File: src/rtl/vga_console_ctrl.sv
// ---------------------------------------------------------------------------
// vga_console_ctrl
//
// Text-console sequencer for the 80x60 VGA character RAM. Takes a stream of
// 7-bit ASCII characters and places them at a hardware cursor. Handles the
// control codes CR, LF, BS and FF. Scrolls the top ROWS lines by copying
// characters through the single shared RAM port. The status line (row
// ROWS, i.e. row 59) is never written.
//
// Ports
//   sys_clk   in   system clock
//   clrn      in   asynchronous active-low reset
//   ch_valid  in   character offered
//   ch_data   in   7-bit ASCII code
//   ch_ready  out  character accepted on a cycle with ch_valid & ch_ready
//   busy      out  high in any state other than IDLE
//   cur_row   out  cursor row, 0..ROWS-1
//   cur_col   out  cursor column, 0..COLS-1
//   ram_a     out  character RAM address, row*COLS+col
//   ram_d     out  character RAM write data
//   ram_we    out  character RAM write enable
//   ram_q     in   character RAM read data (combinational from ram_a)
//
// state   | meaning
// --------+------------------------------------------------------------
// IDLE    | waiting for a character, ch_ready=1
// PUT     | one write at the cursor (printable char or BS blank)
// SCR_RD  | read character i+COLS into the holding register
// SCR_WR  | write the holding register to address i
// SCR_CLR | blank the last scroll-region row, one column per cycle
// CLR     | blank the whole scroll region, one address per cycle
// ---------------------------------------------------------------------------
module vga_console_ctrl #(
  parameter int COLS = 80,
  parameter int ROWS = 59
) (
  input  logic        sys_clk,
  input  logic        clrn,
  input  logic        ch_valid,
  input  logic [6:0]  ch_data,
  output logic        ch_ready,
  output logic        busy,
  output logic [5:0]  cur_row,
  output logic [6:0]  cur_col,
  output logic [12:0] ram_a,
  output logic [6:0]  ram_d,
  output logic        ram_we,
  input  logic [6:0]  ram_q
);

  localparam logic [5:0]  ROW_LAST = 6'(ROWS - 1);
  localparam logic [6:0]  COL_LAST = 7'(COLS - 1);
  localparam logic [12:0] STRIDE   = 13'(COLS);
  localparam logic [12:0] SCR_LAST = 13'((ROWS - 1) * COLS - 1);
  localparam logic [12:0] BOT_BASE = 13'((ROWS - 1) * COLS);
  localparam logic [12:0] BOT_LAST = 13'(COLS - 1);
  localparam logic [12:0] CLR_LAST = 13'(ROWS * COLS - 1);

  localparam logic [6:0] CH_BS    = 7'h08;
  localparam logic [6:0] CH_LF    = 7'h0A;
  localparam logic [6:0] CH_FF    = 7'h0C;
  localparam logic [6:0] CH_CR    = 7'h0D;
  localparam logic [6:0] CH_SPACE = 7'h20;
  localparam logic [6:0] CH_TILDE = 7'h7E;

  typedef enum logic [2:0] {
    IDLE    = 3'd0,
    PUT     = 3'd1,
    SCR_RD  = 3'd2,
    SCR_WR  = 3'd3,
    SCR_CLR = 3'd4,
    CLR     = 3'd5
  } state_t;

  state_t      state_q;
  logic [5:0]  row_q;
  logic [6:0]  col_q;
  logic [12:0] idx_q;       // scroll / clear index (i or j)
  logic [6:0]  hold_q;      // scroll holding register
  logic [6:0]  put_char_q;  // character written by PUT
  logic        put_bs_q;    // PUT is the blank of a backspace

  logic        printable;
  logic [6:0]  put_col;
  logic [12:0] put_addr;

  assign printable = (ch_data >= CH_SPACE) && (ch_data <= CH_TILDE);

  // A backspace writes one column left of the cursor; the cursor itself
  // moves back on the edge that leaves PUT, so the write and the cursor
  // agree on the "new" position.
  assign put_col  = put_bs_q ? (col_q - 7'd1) : col_q;
  assign put_addr = {7'd0, row_q} * STRIDE + {6'd0, put_col};

  assign ch_ready = (state_q == IDLE);
  assign busy     = (state_q != IDLE);
  assign cur_row  = row_q;
  assign cur_col  = col_q;

  always_comb begin
    ram_a  = 13'd0;
    ram_d  = 7'd0;
    ram_we = 1'b0;
    case (state_q)
      PUT: begin
        ram_a  = put_addr;
        ram_d  = put_char_q;
        ram_we = 1'b1;
      end
      SCR_RD: begin
        ram_a = idx_q + STRIDE;
      end
      SCR_WR: begin
        ram_a  = idx_q;
        ram_d  = hold_q;
        ram_we = 1'b1;
      end
      SCR_CLR: begin
        ram_a  = BOT_BASE + idx_q;
        ram_d  = CH_SPACE;
        ram_we = 1'b1;
      end
      CLR: begin
        ram_a  = idx_q;
        ram_d  = CH_SPACE;
        ram_we = 1'b1;
      end
      default: ;
    endcase
  end

  always_ff @(posedge sys_clk or negedge clrn) begin
    if (!clrn) begin
      state_q    <= IDLE;
      row_q      <= 6'd0;
      col_q      <= 7'd0;
      idx_q      <= 13'd0;
      hold_q     <= 7'd0;
      put_char_q <= 7'd0;
      put_bs_q   <= 1'b0;
    end else begin
      case (state_q)
        IDLE: begin
          if (ch_valid) begin
            if (printable) begin
              put_char_q <= ch_data;
              put_bs_q   <= 1'b0;
              state_q    <= PUT;
            end else begin
              case (ch_data)
                CH_LF: begin
                  col_q <= 7'd0;
                  if (row_q < ROW_LAST) begin
                    row_q <= row_q + 6'd1;
                  end else begin
                    idx_q   <= 13'd0;
                    state_q <= SCR_RD;
                  end
                end
                CH_CR: col_q <= 7'd0;
                CH_BS: begin
                  if (col_q != 7'd0) begin
                    put_char_q <= CH_SPACE;
                    put_bs_q   <= 1'b1;
                    state_q    <= PUT;
                  end
                end
                CH_FF: begin
                  idx_q   <= 13'd0;
                  state_q <= CLR;
                end
                default: ;
              endcase
            end
          end
        end

        PUT: begin
          state_q <= IDLE;
          if (put_bs_q) begin
            col_q <= col_q - 7'd1;
          end else if (col_q == COL_LAST) begin
            col_q <= 7'd0;
            if (row_q == ROW_LAST) begin
              idx_q   <= 13'd0;
              state_q <= SCR_RD;
            end else begin
              row_q <= row_q + 6'd1;
            end
          end else begin
            col_q <= col_q + 7'd1;
          end
        end

        SCR_RD: begin
          hold_q  <= ram_q;
          state_q <= SCR_WR;
        end

        SCR_WR: begin
          if (idx_q == SCR_LAST) begin
            idx_q   <= 13'd0;
            state_q <= SCR_CLR;
          end else begin
            idx_q   <= idx_q + 13'd1;
            state_q <= SCR_RD;
          end
        end

        SCR_CLR: begin
          if (idx_q == BOT_LAST) begin
            idx_q   <= 13'd0;
            row_q   <= ROW_LAST;
            col_q   <= 7'd0;
            state_q <= IDLE;
          end else begin
            idx_q <= idx_q + 13'd1;
          end
        end

        CLR: begin
          if (idx_q == CLR_LAST) begin
            idx_q   <= 13'd0;
            row_q   <= 6'd0;
            col_q   <= 7'd0;
            state_q <= IDLE;
          end else begin
            idx_q <= idx_q + 13'd1;
          end
        end

        default: state_q <= IDLE;
      endcase
    end
  end

endmodule

File: config.mk
export PLATFORM = sky130hd
export DESIGN_NAME = vga_console_ctrl
export DESIGN_NICKNAME = d
export VERILOG_FILES = /design/src/rtl/vga_console_ctrl.sv
export SDC_FILE = /design/constraint.sdc
export NUM_CORES = 1
export LEC_CHECK = 0
export ABC_AREA = 1
export BUFFER_PORTS_ARGS = -buffer_cell sky130_fd_sc_hd__buf_2
export CAP_MARGIN = 10
export CORE_MARGIN = 4
export CORE_UTILIZATION = 40
export CTS_BUF_LIST = sky130_fd_sc_hd__clkbuf_4 sky130_fd_sc_hd__clkbuf_8
export CTS_CLUSTER_DIAMETER = 60
export DETAILED_ROUTE_END_ITERATION = 16
export PLACE_DENSITY_LB_ADDON = 0.15
export SKIP_LAST_GASP = 1
export SYNTH_ARGS = -nofsm -noshare
export SYNTH_HDL_FRONTEND = slang
export SYNTH_SLANG_ARGS = --single-unit
File: constraint.sdc
create_clock -name sys_clk -period 5.31 [get_ports sys_clk]
set_input_delay 0.531 -clock sys_clk [delete_from_list [all_inputs] [get_ports sys_clk]]
set_output_delay 0.531 -clock sys_clk [all_outputs]
set_load 0.005 [all_outputs]
==> impl_results.rst, run 1 <==
.. list-table::
   :header-rows: 1

   * - Metric
     - Value
   * - Status
     - completed
   * - Post-CTS Repair Setup Buffers
     - 0
   * - Normalized max-slew margin
     - 0.2978
   * - DP Cell Count
     - ~800
   * - Post-route ant nets
     - 0
   * - Leakage
     - 2.399 nW
   * - Hold Path Class
     - input pin to async pin
   * - Sinks on the clock net
     - between 40 and 50
   * - Minimum clock period
     - ~3900 ps
   * - CP endpoint kind
     - output port
   * - Depth of the CTS H-tree
     - 2
   * - Power density over the cells
     - approximately 130 nW/µm²
   * - TritonCTS Buffers
     - 5
   * - Footprint of the multi-input gates
     - around 2500 µm²
   * - FF-to-FF path depth
     - 9
   * - Global-route wire length before repair
     - between 15,000 and 20,000 µm
   * - Unique cell type count in the Yosys netlist
     - 34
   * - Core box area
     - about 9700 µm²
   * - Standard-cell row count
     - 36
   * - Relative contribution of combinational cells to total power
     - 0.034
   * - Fraction of layout cells with a size suffix above 1
     - 0.1178
   * - Die height
     - 107.8 µm
   * - Global-route usage over all layers
     - 0.2006
   * - Critical register-to-register path startpoint
     - state_q[2]
   * - Relative contribution of the clock network to total power
     - 0.403
   * - Clock latency of the later-clocked register in the worst-skew pair
     - between 300 and 400 ps
   * - Final number of hold-violating endpoints
     - 0
   * - Final weighted congestion in routability-driven placement
     - around 0.90
   * - Largest fanout on the critical path
     - 6
   * - Critical Path RT
     - roughly 4800 ps
   * - # DRC
     - 0
   * - Number of enable-type register cells in the synthesized netlist
     - 0
   * - Root Buffer
     - sky130_fd_sc_hd__clkbuf_8
   * - Sequential area share after synthesis
     - 0.2766
   * - Max-cap violation count
     - 0
   * - Setup skew after layout
     - about 11 ps
   * - Overall power consumption
     - approximately 590 µW
   * - Detail-routed via count per cell
     - 5.131
   * - Number of antenna violations at the first check in global routing
     - 0
   * - Routed length per placed instance
     - 13.90 µm
   * - Yosys warns
     - 0
   * - Pre-Repair DR Iteration Count
     - 5
   * - Maximum frequency from static timing analysis
     - between 0.2 and 0.3 GHz
   * - Worst setup slack after placement
     - about 1800 ps
   * - Floorplan die width
     - ~110 µm
   * - Library cell occupying the most area in the post-synthesis netlist
     - sky130_fd_sc_hd__dfrtp_1
   * - Most frequently used flop master after synthesis
     - sky130_fd_sc_hd__dfrtp_1
   * - Synth Register Bits
     - 44
   * - Sum of routed wire length over all layers
     - roughly 11,000 µm
   * - Setup-failing EPs final
     - 0
   * - Total nets after synthesis
     - a little under 700
   * - Final-layout setup total negative slack
     - 0 ps
   * - Half-perimeter wire length after detailed placement
     - 8521 µm
   * - Antenna cell count
     - 0
   * - Layout Cell Area excl Fill
     - approximately 4400 µm²
   * - Number of hold buffers added after cts
     - 0
   * - Total I/O pin count
     - 53
   * - Synthesized area per cell
     - about 6.3 µm²
   * - Area share of the largest cell type after synthesis
     - 0.2766
   * - Post-route worst setup slack
     - about 1400 ps
   * - Worst Path Arrival
     - between 3000 and 4000 ps
   * - Post-DP Area
     - about 4300 µm²
   * - Largest net degree at the start of global routing
     - 45
   * - Via count of the first global-routing pass
     - approximately 3,800
   * - GRT overflow
     - 0
   * - Gate count of the mapped netlist
     - between 600 and 700
   * - Cell area after synthesis
     - between 3000 and 4000 µm²
   * - Worst ir drop on vdd
     - around 120 µV
   * - Clock slew at reported path FFs
     - 110 ps
   * - Sequential fraction of design power
     - 0.563
   * - Count of buffers from port buffering
     - between 50 and 60
   * - CTS tree
     - yes
   * - Final layout net count
     - a little over 700
   * - Area used by sequential logic in the layout
     - roughly 1100 µm²
   * - CTS Buffer Depth
     - 2
   * - Final cycle utilization of the critical path
     - 0.7397
   * - R2r setup slk
     - 2880 ps
   * - CP Class
     - flop to output port
   * - Final Max Slew Viols
     - 0
   * - Area growth from synthesis to layout
     - 11.44%
   * - Detailed-route via count
     - between 4,000 and 5,000
   * - Detailed Route Iter0 Violations
     - about 230
   * - Fraction of registers with async set/reset
     - 1.000
   * - Leading post-synthesis cells by cell area
     - sky130_fd_sc_hd__dfrtp_1 (28%), sky130_fd_sc_hd__nand2_1 (20%), sky130_fd_sc_hd__nand3_1 (8.9%)
   * - Worst Tran Pin Value
     - roughly 1100 ps
   * - Switching fraction of total power
     - 0.2652
   * - Die area
     - about 12,000 µm²
   * - Internal power
     - ~440 µW
   * - Quantity of gates resized following cts
     - 0
   * - Critical register-to-register path endpoint
     - idx_q[12]
   * - Post-route non-filler standard cell count
     - approximately 810
   * - Unrepaired setup endpoints after global routing
     - no
   * - Fill cell count
     - about 1,100
   * - Net switching component of the power
     - 157.8 µW
   * - Initial Utilization
     - 0.4092
   * - Startpoint Class
     - flop
## layer usage
metal	routed length, µm	global-route usage	up-vias
met1	5439	0.2829	1897
met4	98	0.04058	0
met2	5130	0.3259	118
met3	621	0.03059	7
li1	-	-	2144
met5	0	0	-
## cell usage in the layout (no fill, tap or decap), types with 2 or more instances in the layout
cell	instances
sky130_fd_sc_hd__nand4_1	8
sky130_fd_sc_hd__o31ai_1	2
sky130_fd_sc_hd__buf_2	52
sky130_fd_sc_hd__o22ai_1	6
sky130_fd_sc_hd__inv_2	3
sky130_fd_sc_hd__inv_6	2
sky130_fd_sc_hd__nor2_2	2
sky130_fd_sc_hd__o211ai_1	4
sky130_fd_sc_hd__nand3_2	2
sky130_fd_sc_hd__a22oi_1	2
sky130_fd_sc_hd__a31oi_1	2
sky130_fd_sc_hd__nand2_2	6
sky130_fd_sc_hd__fa_1	2
sky130_fd_sc_hd__or2_2	2
sky130_fd_sc_hd__inv_1	71
sky130_fd_sc_hd__nand3_1	71
sky130_fd_sc_hd__o2111ai_1	4
sky130_fd_sc_hd__o21a_1	2
sky130_fd_sc_hd__xor2_1	10
sky130_fd_sc_hd__nand3b_1	2
sky130_fd_sc_hd__a22o_1	6
sky130_fd_sc_hd__buf_4	3
sky130_fd_sc_hd__nor3_1	7
sky130_fd_sc_hd__nand2_1	211
sky130_fd_sc_hd__o21ai_0	44
sky130_fd_sc_hd__clkbuf_8	5
sky130_fd_sc_hd__ha_1	23
sky130_fd_sc_hd__a21oi_1	11
sky130_fd_sc_hd__nor2_1	63
sky130_fd_sc_hd__dfrtp_1	44
## worst max-delay path, stage by stage, from the launching register on
cell,delay [ps]
sky130_fd_sc_hd__dfrtp_1,440
sky130_fd_sc_hd__inv_1,150
sky130_fd_sc_hd__ha_1,160
sky130_fd_sc_hd__inv_1,50
sky130_fd_sc_hd__nor3_1,340
sky130_fd_sc_hd__nor2_1,80
sky130_fd_sc_hd__o21ai_0,220
sky130_fd_sc_hd__o21a_1,160
sky130_fd_sc_hd__ha_1,180
sky130_fd_sc_hd__fa_1,190
sky130_fd_sc_hd__nand2_1,60
sky130_fd_sc_hd__a21boi_0,370
sky130_fd_sc_hd__nand2_1,110
sky130_fd_sc_hd__nor2_1,110
sky130_fd_sc_hd__nand2_1,70
sky130_fd_sc_hd__o21ai_0,140
sky130_fd_sc_hd__nand2_1,60
sky130_fd_sc_hd__nand2_1,70
sky130_fd_sc_hd__buf_2,100
## stage by stage
step                      hold slack, ps    util
after floorplan                    235.4       -
final                              398.6  0.4560
after global placement             455.2  0.4464
after global routing               392.6  0.4560
after detailed placement           459.9  0.4464
after CTS                          396.6  0.4560
## state kept, by name, indices dropped and copies added, names as in the netlist
signal      cells
idx_q          13
cur_col         7
hold_q          7
put_char_q      7
cur_row         6
state_q         3
put_bs_q        1
## layout make-up
type	count	share of cell area
repair buffers	55	0.06373
well taps	133	0.03751
clock inverters	3	0.005640
clock buffers	5	0.01551
inverters	75	0.06345
multi-input cells	497	0.5660
flip-flops and latches	44	0.2482
## power groups by stage
stage	clock, mW	sequential, mW	combinational (mW)
after floorplan	0	0.342	0.00529
after global placement	0	0.341	0.0207
after detailed placement	0	0.341	0.0211
after CTS	0.245	0.335	0.0212
after global routing	0.260	0.335	0.0241
final	0.240	0.335	0.0204
## kinds of logic after synthesis
family	count (synthesis)	synth area share
DFF	44	0.2766
adders and majority gates	25	0.08234
AOI/OAI and AO/OA	84	0.1244
and+or+nand+nor	378	0.4007
buffers and inverters	93	0.09397
xor gates and xnor gates	10	0.02200
## worst max path at each step
stage	startpoint	end	slack (ps)
floorplan	cur_col[0]	ram_a[12]	2270
global placement	cur_col[0]	ram_a[12]	1860
global route	cur_col[0]	ram_a[12]	970
CTS	cur_col[0]	ram_a[12]	1390
finish	cur_col[0]	ram_a[12]	1380
detailed placement	cur_col[0]	ram_a[12]	1760
## cells in the mapped netlist (all sizes together) (4+ instances only)
| cell | n |
|---|---|
| nand2 | 217 |
| inv | 74 |
| nand3 | 73 |
| nor2 | 66 |
| dfrtp | 44 |
| o21ai | 44 |
| ha | 23 |
| buf | 12 |
| a21oi | 11 |
| xor2 | 10 |
| nand4 | 8 |
| nor3 | 8 |
| a22o | 6 |
| clkbuf | 6 |
| o22ai | 6 |
| o2111ai | 4 |
| o211ai | 4 |
No activity file was read; power rests on OpenSTA's default activity.
==> run 2, diff against run 1 <==
- ABC_AREA: 1 -> 0
- clock period: 5.31 -> 4.1 ns (I/O delays scaled with it)
==> run 2 against run 1 <==
Effect of this change:
- flip-flop and latch count unchanged
- non-clock buffer count down 1
- first-iteration DRC count decreased by 28%
- critical path depth is 7 lower
- wire length decreased by 11%
- die area decreased by 6.5%
- power increased by 28%
- clock power rose by 25%
- cell count is 27% lower
- critical endpoint is now ram_a[11]
==> impl_results.rst, run 2 <==
.. list-table::
   :header-rows: 1

   * - Metric
     - Value
   * - Yosys warns
     - 0
   * - Final layout net count
     - 526
   * - Setup skew after layout
     - between 6 and 7 ps
   * - Count of buffers from port buffering
     - 52
   * - Maximum frequency from static timing analysis
     - 0.2674 GHz
   * - Post-route non-filler standard cell count
     - between 500 and 600
   * - Number of antenna violations at the first check in global routing
     - 0
   * - Most common library cell in the layout ignoring fill and taps
     - sky130_fd_sc_hd__buf_2
   * - Detailed-route via count
     - approximately 3,400
   * - Critical Path RT
     - between 3000 and 4000 ps
   * - Quantity of gates resized following cts
     - 0
   * - FF-to-FF path depth
     - 6
   * - Unrepaired setup endpoints after global routing
     - no
   * - Leading post-synthesis cells by cell area
     - sky130_fd_sc_hd__dfrtp_1 (30%), sky130_fd_sc_hd__ha_1 (7.8%), sky130_fd_sc_hd__nand2_1 (4.9%)
   * - Worst Tran Pin Value
     - between 1000 and 1500 ps
   * - Final number of hold-violating endpoints
     - 0
   * - Antenna cell count
     - 0
   * - Final Max Slew Viols
     - 0
   * - # DRC
     - 0
   * - Post-route ant nets
     - 0
   * - CP Class
     - flop to output port
   * - CP endpoint kind
     - output port
   * - Cell area after synthesis
     - roughly 3700 µm²
   * - Startpoint Class
     - flop
   * - Critical register-to-register path endpoint
     - idx_q[11]
   * - Via count of the first global-routing pass
     - 3,272
   * - Sinks on the clock net
     - 44
   * - Critical register-to-register path startpoint
     - state_q[1]
   * - TritonCTS Buffers
     - 5
   * - Routed length per placed instance
     - about 17 µm
   * - Power density over the cells
     - between 150 and 200 nW/µm²
   * - Detailed Route Iter0 Violations
     - ~160
   * - CTS tree
     - yes
   * - Sequential area share after synthesis
     - 0.2975
   * - Hold Path Class
     - input pin to async pin
   * - Most frequently used flop master after synthesis
     - sky130_fd_sc_hd__dfrtp_1
   * - Die height
     - around 100 µm
   * - Number of hold buffers added after cts
     - 0
   * - Gate count of the mapped netlist
     - roughly 450
   * - Synth Register Bits
     - 44
   * - Flip-flop count of the largest register, all copies and words added
     - 13
   * - Worst Path Arrival
     - 3330 ps
   * - Commonest cells after routing, fill and taps aside
     - sky130_fd_sc_hd__buf_2 (52), sky130_fd_sc_hd__nand2_1 (48), sky130_fd_sc_hd__dfrtp_1 (44), sky130_fd_sc_hd__nor2_1 (39), sky130_fd_sc_hd__a21oi_1 (28)
   * - Half-perimeter wire length after detailed placement
     - around 7400 µm
   * - Root Buffer
     - sky130_fd_sc_hd__clkbuf_8
   * - Die area
     - ~11,000 µm²
   * - Pre-Repair DR Iteration Count
     - 4
   * - Post-CTS Repair Setup Buffers
     - 0
   * - Synthesized area per cell
     - 8.152 µm²
   * - Total I/O pin count
     - 53
   * - Normalized max-slew margin
     - 0.3210
   * - Global-route wire length before repair
     - 16,880 µm
   * - Detail-routed via count per cell
     - a little under 6
   * - DP Cell Count
     - a little under 600
   * - Most common cell in the netlist
     - sky130_fd_sc_hd__nand2_1
   * - Area share of the largest cell type after synthesis
     - 0.2975
   * - GRT overflow
     - 0
   * - Final cycle utilization of the critical path
     - 0.9121
   * - R2r setup slk
     - ~1200 ps
   * - Global-route usage over all layers
     - 0.1859
   * - Final-layout setup total negative slack
     - 0 ps
   * - Largest fanout on the critical path
     - 11
   * - Max-cap violation count
     - 0
   * - Overall power consumption
     - around 760 µW
   * - Largest net degree at the start of global routing
     - 45
   * - Core box area
     - ~8800 µm²
   * - Total nets after synthesis
     - between 400 and 500
   * - CTS Buffer Depth
     - 2
   * - Unique cell type count in the Yosys netlist
     - 64
   * - Worst ir drop on vdd
     - about 130 µV
   * - Leakage
     - around 1.8 nW
   * - Clock slew at reported path FFs
     - 90 ps
   * - Depth of the CTS H-tree
     - 2
   * - Number of enable-type register cells in the synthesized netlist
     - 0
   * - Status
     - completed
   * - Fraction of registers with async set/reset
     - 1.000
   * - Final weighted congestion in routability-driven placement
     - slightly above 0.8
   * - Initial Utilization
     - 0.4183
   * - Sum of routed wire length over all layers
     - around 10,000 µm
   * - Setup-failing EPs final
     - 0
   * - Floorplan die width
     - between 100 and 150 µm
   * - Minimum clock period
     - 3739 ps
   * - Top post-synthesis cells by count
     - sky130_fd_sc_hd__nand2_1 (48), sky130_fd_sc_hd__dfrtp_1 (44), sky130_fd_sc_hd__nor2_1 (39)
   * - Register bank with the most flops
     - idx_q
   * - Clock latency of the later-clocked register in the worst-skew pair
     - approximately 300 ps
   * - Fraction of layout cells with a size suffix above 1
     - 0.1670
   * - Standard-cell row count
     - 34
   * - Area growth from synthesis to layout
     - 10.01%
   * - Library cell occupying the most area in the post-synthesis netlist
     - sky130_fd_sc_hd__dfrtp_1
==> run 2: cell count changes in the layout (fill, tap and decap cells not counted), moves of 8 or more <==
cell	before	now
sky130_fd_sc_hd__mux2_2	0	8
sky130_fd_sc_hd__o21ai_0	44	25
sky130_fd_sc_hd__nor2b_1	0	11
sky130_fd_sc_hd__inv_1	71	14
sky130_fd_sc_hd__nand3_1	71	15
sky130_fd_sc_hd__nor2_1	63	39
sky130_fd_sc_hd__nand2_1	211	48
sky130_fd_sc_hd__o21ai_1	0	21
sky130_fd_sc_hd__a21oi_1	11	28
sky130_fd_sc_hd__xnor2_1	0	13
sky130_fd_sc_hd__mux2i_1	0	8
==> run 2: report_power, final <==
group	switching [mW]	leakage, nW	internal (mW)
registers	0	0.548	0.434
logic	0.0184	1.19	0.00892
clock network	0.162	0.0434	0.137
==> run 2: worst max-delay path by stage <==
| stage | depth (start not counted) | end | slack, ps | start |
|---|---|---|---|---|
| floorplan | 10 | ram_a[12] | 1100 | put_bs_q |
| global placement | 11 | ram_a[11] | 820 | put_bs_q |
| detailed placement | 11 | ram_a[11] | 770 | cur_col[2] |
| CTS | 11 | ram_a[11] | 390 | put_bs_q |
| global route | 11 | ram_a[11] | 80 | put_bs_q |
| finish | 11 | ram_a[11] | 360 | put_bs_q |
==> run 2: worst max-delay path, stage by stage (launching register included) <==
cell                       delay [ps]
sky130_fd_sc_hd__dfrtp_1          550
sky130_fd_sc_hd__nor4b_1          580
sky130_fd_sc_hd__nand2_1          180
sky130_fd_sc_hd__xnor2_1          350
sky130_fd_sc_hd__ha_1             310
sky130_fd_sc_hd__a21o_1           160
sky130_fd_sc_hd__a21oi_1          270
sky130_fd_sc_hd__nor2_1            70
sky130_fd_sc_hd__nand2_1           80
sky130_fd_sc_hd__xor2_1           160
sky130_fd_sc_hd__o221ai_1         150
sky130_fd_sc_hd__buf_2            160
==> run 2: cell families after synthesis <==
kind of cell,after synthesis,share of synthesized area
simple gates,170,0.2343
compound gates,131,0.2306
buf+inv,47,0.05341
flops,44,0.2975
fa+ha+maj,25,0.08857
xor+xnor,21,0.04970
mux,16,0.04598
==> run 2: layout make-up <==
class / count / area, µm²
multi-input cells: 363 / 2402
clock buffers: 6 / 82.58
repair buffers: 54 / 275.3
fillers: 909 / 4777
well taps: 108 / 135.1
inverters: 16 / 60.06
clock inverters: 2 / 15.01
flip-flops and latches: 44 / 1101
==> run 2: stage by stage <==
| stage | utilization | setup slack, ps | area, µm² | hold WS [ps] |
|---|---|---|---|---|
| after detailed placement | 0.4491 | 765.5 | 3974 | 489.5 |
| after global routing | 0.4601 | 76.34 | 4071 | 329.8 |
| after CTS | 0.4601 | 389.3 | 4071 | 320.8 |
| after floorplan | - | 1099 | 3701 | 114.4 |
| final | 0.4601 | 360.5 | 4071 | 283.0 |
| after global placement | 0.4491 | 818.7 | 3974 | 486.3 |
==> run 2: routing by layer <==
| layer | global-route usage | up-vias | wire, µm |
|---|---|---|---|
| li1 | - | 1705 | - |
| met1 | 0.2707 | 1634 | 4984 |
| met2 | 0.2892 | 85 | 4509 |
| met3 | 0.02980 | 8 | 434 |
| met4 | 0.04179 | 0 | 98 |
| met5 | 0 | - | 0 |
==> run 3, diff against run 2 <==
- ABC_AREA: 0 -> 1
==> run 3 against run 2 <==
Effect of this change:
- critical endpoint is now ram_a[12]
- cell count rose by 37%
- utilization decreased by 0.41 points
- via count increased by 21%
- largest cell class unchanged
- die area is 7.0% higher
==> impl_results.rst, run 3 (same netlist as run 1, synthesis figures left out) <==
.. list-table::
   :header-rows: 1

   * - Metric
     - Value
   * - Post-DP Area
     - between 4000 and 5000 µm²
   * - CP Class
     - flop to output port
   * - Worst setup slack after placement
     - approximately 670 ps
   * - Switching fraction of total power
     - 0.2600
   * - Final cycle utilization of the critical path
     - 0.9006
   * - Final-layout setup total negative slack
     - 0 ps
   * - Core box area
     - between 9000 and 10,000 µm²
   * - Relative contribution of the clock network to total power
     - 0.398
   * - Final Max Slew Viols
     - 0
   * - Largest fanout on the critical path
     - 6
   * - Critical register-to-register path endpoint
     - idx_q[8]
   * - Layout Cell Area excl Fill
     - approximately 4400 µm²
   * - Fraction of layout cells with a size suffix above 1
     - 0.1178
   * - Post-route non-filler standard cell count
     - 812
   * - Critical Path RT
     - between 3000 and 4000 ps
   * - Critical Path Source
     - cur_col[0]
   * - Final weighted congestion in routability-driven placement
     - approximately 0.9
   * - # DRC
     - 0
   * - Status
     - completed
   * - Number of antenna violations at the first check in global routing
     - 0
   * - Final number of hold-violating endpoints
     - 0
   * - Count of buffers from port buffering
     - 52
   * - Sum of routed wire length over all layers
     - roughly 11,000 µm
   * - Sequential fraction of design power
     - 0.567
   * - Post-route worst setup slack
     - ~410 ps
   * - Clock latency of the later-clocked register in the worst-skew pair
     - around 310 ps
   * - Post-route ant nets
     - 0
   * - R2r setup slk
     - approximately 1600 ps
   * - Fill cell count
     - ~1,100
   * - Maximum frequency from static timing analysis
     - 0.2708 GHz
   * - Post-CTS Repair Setup Buffers
     - 0
   * - Relative contribution of combinational cells to total power
     - 0.035
   * - Final layout net count
     - about 700
   * - Minimum clock period
     - 3692 ps
   * - Area growth from synthesis to layout
     - 11.44%
   * - Hold Path Class
     - input pin to async pin
   * - Pre-Repair DR Iteration Count
     - 5
   * - Largest net degree at the start of global routing
     - 45
   * - Die area
     - 11,610 µm²
   * - Routed length per placed instance
     - about 14 µm
   * - Net switching component of the power
     - about 200 µW
   * - Initial Utilization
     - 0.4092
   * - CP endpoint kind
     - output port
   * - Power density over the cells
     - about 170 nW/µm²
   * - Normalized max-slew margin
     - 0.2964
   * - Internal power
     - approximately 570 µW
   * - Detailed-route via count
     - between 4,000 and 5,000
   * - CTS tree
     - yes
   * - Register bank with the most flops
     - idx_q
   * - Met3 routed WL
     - about 650 µm
   * - Detailed Route Iter0 Violations
     - 181
   * - TritonCTS Buffers
     - 5
   * - Setup skew after layout
     - between 7 and 8 ps
   * - Floorplan die width
     - around 110 µm
   * - GRT overflow
     - 0
   * - Worst Path Arrival
     - around 3300 ps
   * - Flip-flop count of the largest register, all copies and words added
     - 13
   * - FF-to-FF path depth
     - 9
   * - Sinks on the clock net
     - 44
   * - Highest routing layer actually used
     - met4
   * - Final Util
     - 0.4560
   * - Depth of the CTS H-tree
     - 2
   * - Setup-failing EPs final
     - 0
   * - Critical register-to-register path startpoint
     - state_q[2]
   * - Antenna cell count
     - 0
   * - Global-route wire length before repair
     - 18,860 µm
   * - M1 WL
     - around 5500 µm
   * - CTS Buffer Depth
     - 2
   * - Unrepaired setup endpoints after global routing
     - no
   * - Clock slew at reported path FFs
     - roughly 100 ps
   * - Startpoint Class
     - flop
   * - Sum of met2 wire segment lengths after detailed routing
     - between 5000 and 6000 µm
   * - Worst Tran Pin Value
     - ~1100 ps
   * - DP Cell Count
     - ~800
   * - Commonest cells after routing, fill and taps aside
     - sky130_fd_sc_hd__nand2_1 (211), sky130_fd_sc_hd__inv_1 (71), sky130_fd_sc_hd__nand3_1 (71), sky130_fd_sc_hd__nor2_1 (63), sky130_fd_sc_hd__buf_2 (52)
   * - Worst ir drop on vdd
     - ~180 µV
   * - Total I/O pin count
     - 53
   * - Max-cap violation count
     - 0
   * - Half-perimeter wire length after detailed placement
     - 8516 µm
   * - Standard-cell row count
     - 36
   * - Detail-routed via count per cell
     - about 5.1
   * - Global-route usage over all layers
     - 0.2014
   * - Most common library cell in the layout ignoring fill and taps
     - sky130_fd_sc_hd__nand2_1
   * - Root Buffer
     - sky130_fd_sc_hd__clkbuf_8
   * - Via count of the first global-routing pass
     - between 3,000 and 4,000
   * - Leakage
     - 2.399 nW
   * - Die height
     - ~110 µm
## run 3: power by group through the flow
stage / Combinational [mW] / Clock [mW] / Sequential (mW)
floorplan: 0.00685 / 0 / 0.442
global placement: 0.0268 / 0 / 0.442
detailed placement: 0.0275 / 0 / 0.442
CTS: 0.0275 / 0.319 / 0.434
global route: 0.0308 / 0.333 / 0.434
finish: 0.0266 / 0.305 / 0.434
## run 3: critical path: stages (launching register included)
cell	delay, ps
sky130_fd_sc_hd__dfrtp_1	440
sky130_fd_sc_hd__inv_1	150
sky130_fd_sc_hd__ha_1	160
sky130_fd_sc_hd__inv_1	50
sky130_fd_sc_hd__nor3_1	350
sky130_fd_sc_hd__nor2_1	80
sky130_fd_sc_hd__o21ai_0	220
sky130_fd_sc_hd__o21a_1	160
sky130_fd_sc_hd__ha_1	190
sky130_fd_sc_hd__fa_1	190
sky130_fd_sc_hd__nand2_1	70
sky130_fd_sc_hd__a21boi_1	250
sky130_fd_sc_hd__nand2_1	110
sky130_fd_sc_hd__nor2_1	100
sky130_fd_sc_hd__nand2_1	70
sky130_fd_sc_hd__o21ai_0	140
sky130_fd_sc_hd__nand2_1	60
sky130_fd_sc_hd__nand2_1	70
sky130_fd_sc_hd__buf_2	100
## run 3: what timing repair did
action / 4_1_cts / 5_1_grt
hold buffers: 0 / 0
gates resized for setup: 0 / 1
endpoints found under the setup margin: 0 / 1
## run 3: worst max-delay path by stage
stage           endpoint  slack [ps]  depth (start not counted)
2_1_floorplan  ram_a[12]        1180                         17
3_3_place_gp   ram_a[12]         770                         18
3_5_place_dp   ram_a[12]         670                         18
4_1_cts        ram_a[12]         300                         18
5_1_grt        ram_a[12]          20                         18
6_report       ram_a[12]         410                         18
## run 3: cell type report
| class | count | area, µm² | share of cell area |
|---|---|---|---|
| clock buffers | 5 | 68.82 | 0.01551 |
| repair buffers | 55 | 282.8 | 0.06373 |
| clock inverters | 3 | 25.02 | 0.005640 |
| flip-flops and latches | 44 | 1101 | 0.2482 |
| inverters | 75 | 281.5 | 0.06345 |
| well taps | 133 | 166.4 | 0.03751 |
| multi-input cells | 497 | 2511 | 0.5660 |
## run 3: through the flow
stage / hold slack, ps / total power, mW
after floorplan: 114.4 / 0.4492
after global placement: 455.2 / 0.4690
after detailed placement: 463.2 / 0.4697
after CTS: 276.5 / 0.7797
after global routing: 281.3 / 0.7973
final: 279.8 / 0.7650
## run 3: per-layer routing
metal	vias up	global-route usage
li1	2149	-
met1	1881	0.2832
met2	128	0.3171
met3	11	0.03479
met4	0	0.05771
met5	-	0
